## config.mk

```make
export PLATFORM = sky130hd
export DESIGN_NAME = of_alu_pipe_skid
export DESIGN_NICKNAME = d
export VERILOG_FILES = /design/src/rtl/of_alu_pkg.sv /design/src/rtl/of_alu_pipe_skid_buf.sv /design/src/rtl/of_alu_pipe_skid.sv
export SDC_FILE = /design/constraint.sdc
export NUM_CORES = 1
export LEC_CHECK = 0
export CORE_MARGIN = 1
export CORE_UTILIZATION = 51
export CTS_CLUSTER_SIZE = 16
export DETAILED_ROUTE_END_ITERATION = 7
export PLACE_DENSITY_LB_ADDON = 0.25
export SLEW_MARGIN = 20
export SYNTH_ARGS = -nofsm -noshare
export SYNTH_HDL_FRONTEND = slang
export SYNTH_SLANG_ARGS = --single-unit
```

## constraint.sdc

```tcl
create_clock -name clk -period 2.5 [get_ports clk]
set_input_delay 0.25 -clock clk [delete_from_list [all_inputs] [get_ports clk]]
set_output_delay 0.25 -clock clk [all_outputs]
set_load 0.02 [all_outputs]
```

## src/rtl/of_alu_pkg.sv

```systemverilog
// of_alu_pkg: OF->ALU payload layout and default field widths.
package of_alu_pkg;
    localparam int OF_DATA_W    = 32;
    localparam int OF_ALU_SIG_W = 13;
    localparam int OF_REG_W     = 5;
    localparam int OF_CNT_W     = 16;

    // Field order here is the packing order used on the skid buffer's flat vector.
    typedef struct packed {
        logic [OF_DATA_W-1:0]    op1;
        logic [OF_DATA_W-1:0]    op2;
        logic [OF_ALU_SIG_W-1:0] aluSignals;
        logic [OF_REG_W-1:0]     rd;
        logic                    isWb;
        logic [OF_REG_W-1:0]     rs1;
        logic [OF_REG_W-1:0]     rs2;
    } of_alu_bundle_t;

    localparam int BUNDLE_W = $bits(of_alu_bundle_t);
endpackage

```

## src/rtl/of_alu_pipe_skid_buf.sv

```systemverilog
// pipe_skid_buf: 2-slot FIFO-ordered skid buffer with registered in_ready and sync flush.
module pipe_skid_buf #(
    parameter int WIDTH = 8
) (
    input  logic             clk,
    input  logic             rst_n,
    input  logic             flush,
    input  logic             in_valid,
    output logic             in_ready,
    input  logic [WIDTH-1:0] in_data,
    output logic             out_valid,
    input  logic             out_ready,
    output logic [WIDTH-1:0] out_data
);
    logic             main_valid_q, main_valid_d, skid_valid_q, skid_valid_d;
    logic [WIDTH-1:0] main_q, main_d, skid_q, skid_d;
    logic             in_fire, load;

    assign in_ready  = !skid_valid_q;
    assign out_valid = main_valid_q;
    assign out_data  = main_q;
    assign in_fire   = in_valid && in_ready;
    // main slot can take a new entry when empty or draining this cycle
    assign load      = !main_valid_q || out_ready;

    always_comb begin
        main_valid_d = flush ? 1'b0 : (load ? (skid_valid_q || in_fire) : 1'b1);
        skid_valid_d = flush ? 1'b0 : (load ? 1'b0 : (skid_valid_q || in_fire));
        main_d       = !load ? main_q : (skid_valid_q ? skid_q : (in_fire ? in_data : main_q));
        skid_d       = (!load && in_fire) ? in_data : skid_q;
    end

    always_ff @(posedge clk or negedge rst_n) begin
        if (!rst_n) begin
            main_valid_q <= 1'b0;
            skid_valid_q <= 1'b0;
            main_q       <= '0;
            skid_q       <= '0;
        end else begin
            main_valid_q <= main_valid_d;
            skid_valid_q <= skid_valid_d;
            main_q       <= main_d;
            skid_q       <= skid_d;
        end
    end
endmodule

```

## src/rtl/of_alu_pipe_skid.sv

```systemverilog
// of_alu_pipe_skid: OF->ALU pipeline register with skid buffer, flush and saturating stall counter.
module of_alu_pipe_skid
    import of_alu_pkg::*;
#(
    parameter int DATA_W    = OF_DATA_W,
    parameter int ALU_SIG_W = OF_ALU_SIG_W,
    parameter int REG_W     = OF_REG_W,
    parameter int CNT_W     = OF_CNT_W
) (
    input  logic                 clk,
    input  logic                 rst_n,
    input  logic                 in_valid,
    output logic                 in_ready,
    input  logic [DATA_W-1:0]    op1_OF,
    input  logic [DATA_W-1:0]    op2_OF,
    input  logic [ALU_SIG_W-1:0] aluSignals_OF,
    input  logic [REG_W-1:0]     rd_OF,
    input  logic                 isWb_OF,
    input  logic [REG_W-1:0]     rs1_OF,
    input  logic [REG_W-1:0]     rs2_OF,
    output logic                 out_valid,
    input  logic                 out_ready,
    output logic [DATA_W-1:0]    op1_ALU,
    output logic [DATA_W-1:0]    op2_ALU,
    output logic [ALU_SIG_W-1:0] aluSignals_ALU,
    output logic [REG_W-1:0]     rd_ALU,
    output logic                 isWb_ALU,
    output logic [REG_W-1:0]     rs1_ALU,
    output logic [REG_W-1:0]     rs2_ALU,
    input  logic                 flush,
    output logic [CNT_W-1:0]     stall_cnt
);
    localparam int BW = 2 * DATA_W + ALU_SIG_W + 3 * REG_W + 1;

    logic [BW-1:0]    in_data, out_data;
    logic             main_isWb;
    logic [CNT_W-1:0] stall_cnt_q, stall_cnt_d;

    // same field order as of_alu_bundle_t
    assign in_data = {op1_OF, op2_OF, aluSignals_OF, rd_OF, isWb_OF, rs1_OF, rs2_OF};
    assign {op1_ALU, op2_ALU, aluSignals_ALU, rd_ALU, main_isWb, rs1_ALU, rs2_ALU} = out_data;
    assign isWb_ALU  = main_isWb && out_valid;
    assign stall_cnt = stall_cnt_q;

    pipe_skid_buf #(.WIDTH(BW)) u_buf (
        .clk       (clk),
        .rst_n     (rst_n),
        .flush     (flush),
        .in_valid  (in_valid),
        .in_ready  (in_ready),
        .in_data   (in_data),
        .out_valid (out_valid),
        .out_ready (out_ready),
        .out_data  (out_data)
    );

    always_comb begin
        stall_cnt_d = (out_valid && !out_ready && !(&stall_cnt_q)) ? stall_cnt_q + 1'b1 : stall_cnt_q;
    end

    always_ff @(posedge clk or negedge rst_n) begin
        if (!rst_n) stall_cnt_q <= '0;
        else        stall_cnt_q <= stall_cnt_d;
    end
endmodule

```

# After elaboration in Yosys (flattened, before gate mapping)
# Index checks and enable logic that the tools add are counted.
[totals]
regBits = 204
latch_bits = 0
ramBits = 0
rom_bits = 0
in_bits = 98
out_inout_bits = 111
word_cells = 27
mem_count = 0
[op_classes]
n_addsub = 1
n_mul = 0
n_div = 0
order_cmp = 0
n_eq_ne = 0
n_shift = 0
n_mux = 6
bitwise = 0
n_reduce_logical = 15
[op_table]
columns = ["cell", "n"]
rows = [
  ["93-bit two-way mux", 2],
  ["16-bit by 1-bit adder with 16-bit output (second input constant)", 1],
  ["16-bit AND reduction", 1],
  ["1-bit logical AND", 5],
  ["1-bit zero test", 5],
  ["1-bit two-way mux", 4],
  ["1-bit logical OR", 2],
  ["2-bit AND reduction", 1],
  ["2-bit nonzero test", 1],
]

# Depth between registers and ports, before layout
[logic_depth]
depth_word = 5
depth_mapped = 7
mapped_depth_nobuf = 5

# By module
# From an unflattened synthesis, not the netlist that was laid out.
[hier_totals]
cells_unflattened = 576
area_unflattened_um2 = 9048.7
[modules_own_cells]
columns = ["mod", "instances", "cells_each", "area_each_um2", "seq_area_each_um2"]
rows = [
  ["pipe_skid_buf", 1, 505, 8192.9, 4704.5],
  ["of_alu_pipe_skid", 1, 71, 855.8, 400.4],
]

# Least setup slack after synthesis
# No wires, ideal clock.
[synth_timing]
kind = "flip-flop to flip-flop"
start = "register stall_cnt_q[0], in the netlist stall_cnt[0]"
end = "register stall_cnt_q[1], in the netlist stall_cnt[1]"
setup_ps = 125
arrival_ps = 1836
t_required_ps = 2375
slack_ps = 539
path_stages_with_launch = 5
path_buffers = 0
period_less_slack_ps = 1961
cell_sequence = "dfrtp_1 -> ha_1 -> nand3_1 -> o41ai_4 -> mux2_2"
[synth_via]
elab_chain_len = 3
elab_cells_between_ends = 4
cone_classes = "add/sub: 1; reduce/logical: 3"
[synth_lines]
columns = ["element", "line_no", "source"]
rows = [
  ["start: declaration", "of_alu_pipe_skid.sv:37", "logic [CNT_W-1:0] stall_cnt_q, stall_cnt_d;"],
  ["start signal: assignment", "of_alu_pipe_skid.sv:63", "else stall_cnt_q <= stall_cnt_d;"],
  ["branches (longest 3 deep; another with 16-bit by 1-bit adder with 16-bit output)", "--", ""],
]
# Parallel ways; which one is timed is not known.
# A chain may end at the register's enable or synchronous reset.

# Final worst setup path
# Ends and elaborated chain as after synthesis.

==> summary.md <==
| Metric | Value |
|---|---|
| Clock sink count | `204` |
| Power Density | `821 nW/um^2` |
| Post_cts resized | `0` |
| Core Box Area | `17500 um^2` |
| Crit path DAT | `2.39 ns` |
| Final Hold Viols | `0` |
| RSZ-0062 raised after global routing | `false` |
| Mapped cell area | `9220 um^2` |
| GRT Overall Usage | `20.8%` |
| Commonest cells post-synth | `204 x dfrtp_1, 98 x nand2_1, 95 x o21ai_0` |
| Avg Vias per Cell | `5.26` |
| Hold Crit Class | `input port to flop` |
| Initial antenna violation count | `0` |
| Worst-path clk slew | `0.06 ns` |
| Sequential fraction of the synthesis area | `55.4%` |
| Setup-violating endpoint count in the final report | `0` |
| Syn_nets | `871` |
| 1st-iter DRT viols | `255` |
| Least-Margin Pin Slew | `0.987 ns` |
| Post-route clock period utilization | `80.9%` |
| Post-route DRC | `0` |
| Root buffer cell | `clkbuf_16` |
| Setup CP Type | `flop to flop` |
| Top-count cell post-synth | `dfrtp_1` |
| Synth area leader | `dfrtp_1` |
| Routed len/inst | `17.0 um` |
| Pins Over Slew Limit | `0` |
| Pre-CTS setup slack | `0.323 ns` |
| Synthesized area per cell | `11.9 um^2` |
| Layout cells sized above 1 | `17.0%` |
| Tmin final | `2.02 ns` |
| EDFF count, synth | `0` |
| Post-route ant nets | `0` |
| Leak pwr | `0.00481 uW` |
| Asr flop ratio synth | `100%` |
| R2r setup slk | `0.48 ns` |
| DIE HEIGHT | `136 um` |
| Crit-path max FO | `9` |
| Overflow after GRT | `0` |
| Ant diodes | `0` |
| VDD IR-drop max | `681 uV` |
| Clk Latency, worst-skew pair | `0.49 ns` |
| Worst setup SP type | `flop` |
| First-pass GRT wire length | `30700 um` |
| Max_slew headroom | `34.0%` |
| Die area | `18600 um^2` |
| Largest net degree at the start of global routing | `95` |
| Post-synth top area share | `55.4%` |
| Die Width | `136 um` |
| Post-route setup slack | `0.477 ns` |
| PortBufs | `208` |
| Nets | `980` |
| Starting Density | `52.7%` |
| Main synth FF type | `dfrtp_1` |
| I/O Pins | `209` |
| Vias in the first global route | `6114` |
| Crit path capture type | `flop` |
| Critical Path RT | `2.87 ns` |
| Post-Route WL | `19000 um` |
| H-Tree Depth | `1` |
| Setup Skew | `0.00932 ns` |
| Final RePlAce weighted congestion | `0.803` |
| Via count | `5897` |
| CTS Buf Count | `22` |
| Placement Rows | `48` |
| Synthesized instance count | `772` |
| CTS tree | `done` |
| Synth warn | `0` |
| Pre-Repair DR Iteration Count | `4` |
| Status | `completed` |
| Highest clock rate | `0.494 GHz` |
| Clk buf depth | `3` |
| Maxcap violations | `0` |
| Post-synthesis sequential element count | `204` |
| Count of different cell masters after synthesis | `33` |
| Synthesis-to-finish area growth | `26.9%` |
| Post-route setup TNS | `0 ns` |
| Main area contributors after synthesis | `dfrtp_1 55%, mux2_2 11%, mux2i_1 10%, buf_4 7.5%, o21ai_0 5.2%` |
| Hpwl dp | `12700 um` |
## cells in the final DEF, fill, tap and decap left out, types with 2 or more instances in the layout
cell and instances:
clkdlybuf4s50_1 207, dfrtp_1 203, nand2_1 98, o21ai_0 95, mux2_2 94, mux2i_1 93, clkbuf_16 23, xor2_1 9
nor3_1 7, buf_12 7, clkbuf_8 6, nor2_1 5, nand3_1 5, clkinv_2 5, inv_1 4, xnor2_1 4
bufinv_16 4, nand4_1 2, nor4_1 2, clkbuf_1 2, buf_4 2
## path summary, 6_finish.rpt
kind / from / end / depth (start not counted)
hold reg to reg: u_buf.out_data[2]$_DFFE_PN0P_ / u_buf.out_data[2]$_DFFE_PN0P_ / 2
max in group asynchronous: rst_n / u_buf.skid_q[70]$_DFFE_PN0P_ / 3
setup reg to reg: stall_cnt[0]$_DFFE_PN0P_ / stall_cnt[1]$_DFFE_PN0P_ / 4
hold / removal: flush / u_buf.out_valid$_DFF_PN0_ / 2
min in group asynchronous: rst_n / stall_cnt[12]$_DFFE_PN0P_ / 2
setup / recovery: stall_cnt[0]$_DFFE_PN0P_ / stall_cnt[1]$_DFFE_PN0P_ / 4
## where the power goes
group	internal, uW	switching [uW]	leakage (uW)
combinational	987	848	0.00193
clock	2230	1240	0.000398
sequential	3900	383	0.00248
## routing by layer
layer	global-route usage, %	vias up	routed length [um]
met5	0	-	0
met4	5.80	0	437
met3	4.85	36	1160
met2	35.0	156	9220
met1	26.8	2935	8230
li1	-	2770	-
## stage by stage
step	std cells	instance area [um^2]	hold slack, ns	total power (uW)	util [%]
after floorplan	772	9220	-0.0456	5480	-
after global placement	1081	10900	0.303	6090	62.3
after detailed placement	1081	10900	0.308	6190	62.3
after CTS	1121	11700	0.314	9710	66.9
after global routing	1121	11700	0.342	10100	66.9
final	1121	11700	0.332	9600	66.9
## critical path, stage by stage, from the launching register on
cell,delay (ns)
dfrtp_1,0.40
ha_1,0.28
nand3_1,0.19
o41ai_4,0.65
mux2_2,0.40
## what timing repair did
item | CTS | global route
hold endpoints to repair | 69 | 0
setup buffers | 0 | 0
hold buffers | 1 | 0
## state kept, by name, indices dropped and copies added (netlist names)
signal,cells
u_buf.out_data,93
u_buf.skid_q,93
stall_cnt,16
u_buf.out_valid,1
u_buf.skid_valid_q,1
## cell type report
cell class | instances | area (um^2)
Clock buffer | 30 | 652
Clock inverter | 9 | 145
Fill cell | 1283 | 5780
Inverter | 4 | 15.0
Multi-Input combinational cell | 431 | 3240
Sequential cell | 204 | 5110
Tap cell | 225 | 282
Timing Repair Buffer | 218 | 2250
## cell families (layout without fill, tap and decap cells)
group                      after synthesis  count (layout)  share of synthesized area, %
adders and majority gates                1               1                         0.136
xor gates and xnor gates                13              13                          1.24
AOI/OAI and AO/OA                      100             100                          5.74
DFF                                    204             204                          55.4
muxes                                  187             187                          21.6
buffers and inverters                  137             261                          9.64
and+or+nand+nor                        130             130                          6.30
Power figures use the tool's default switching activity.
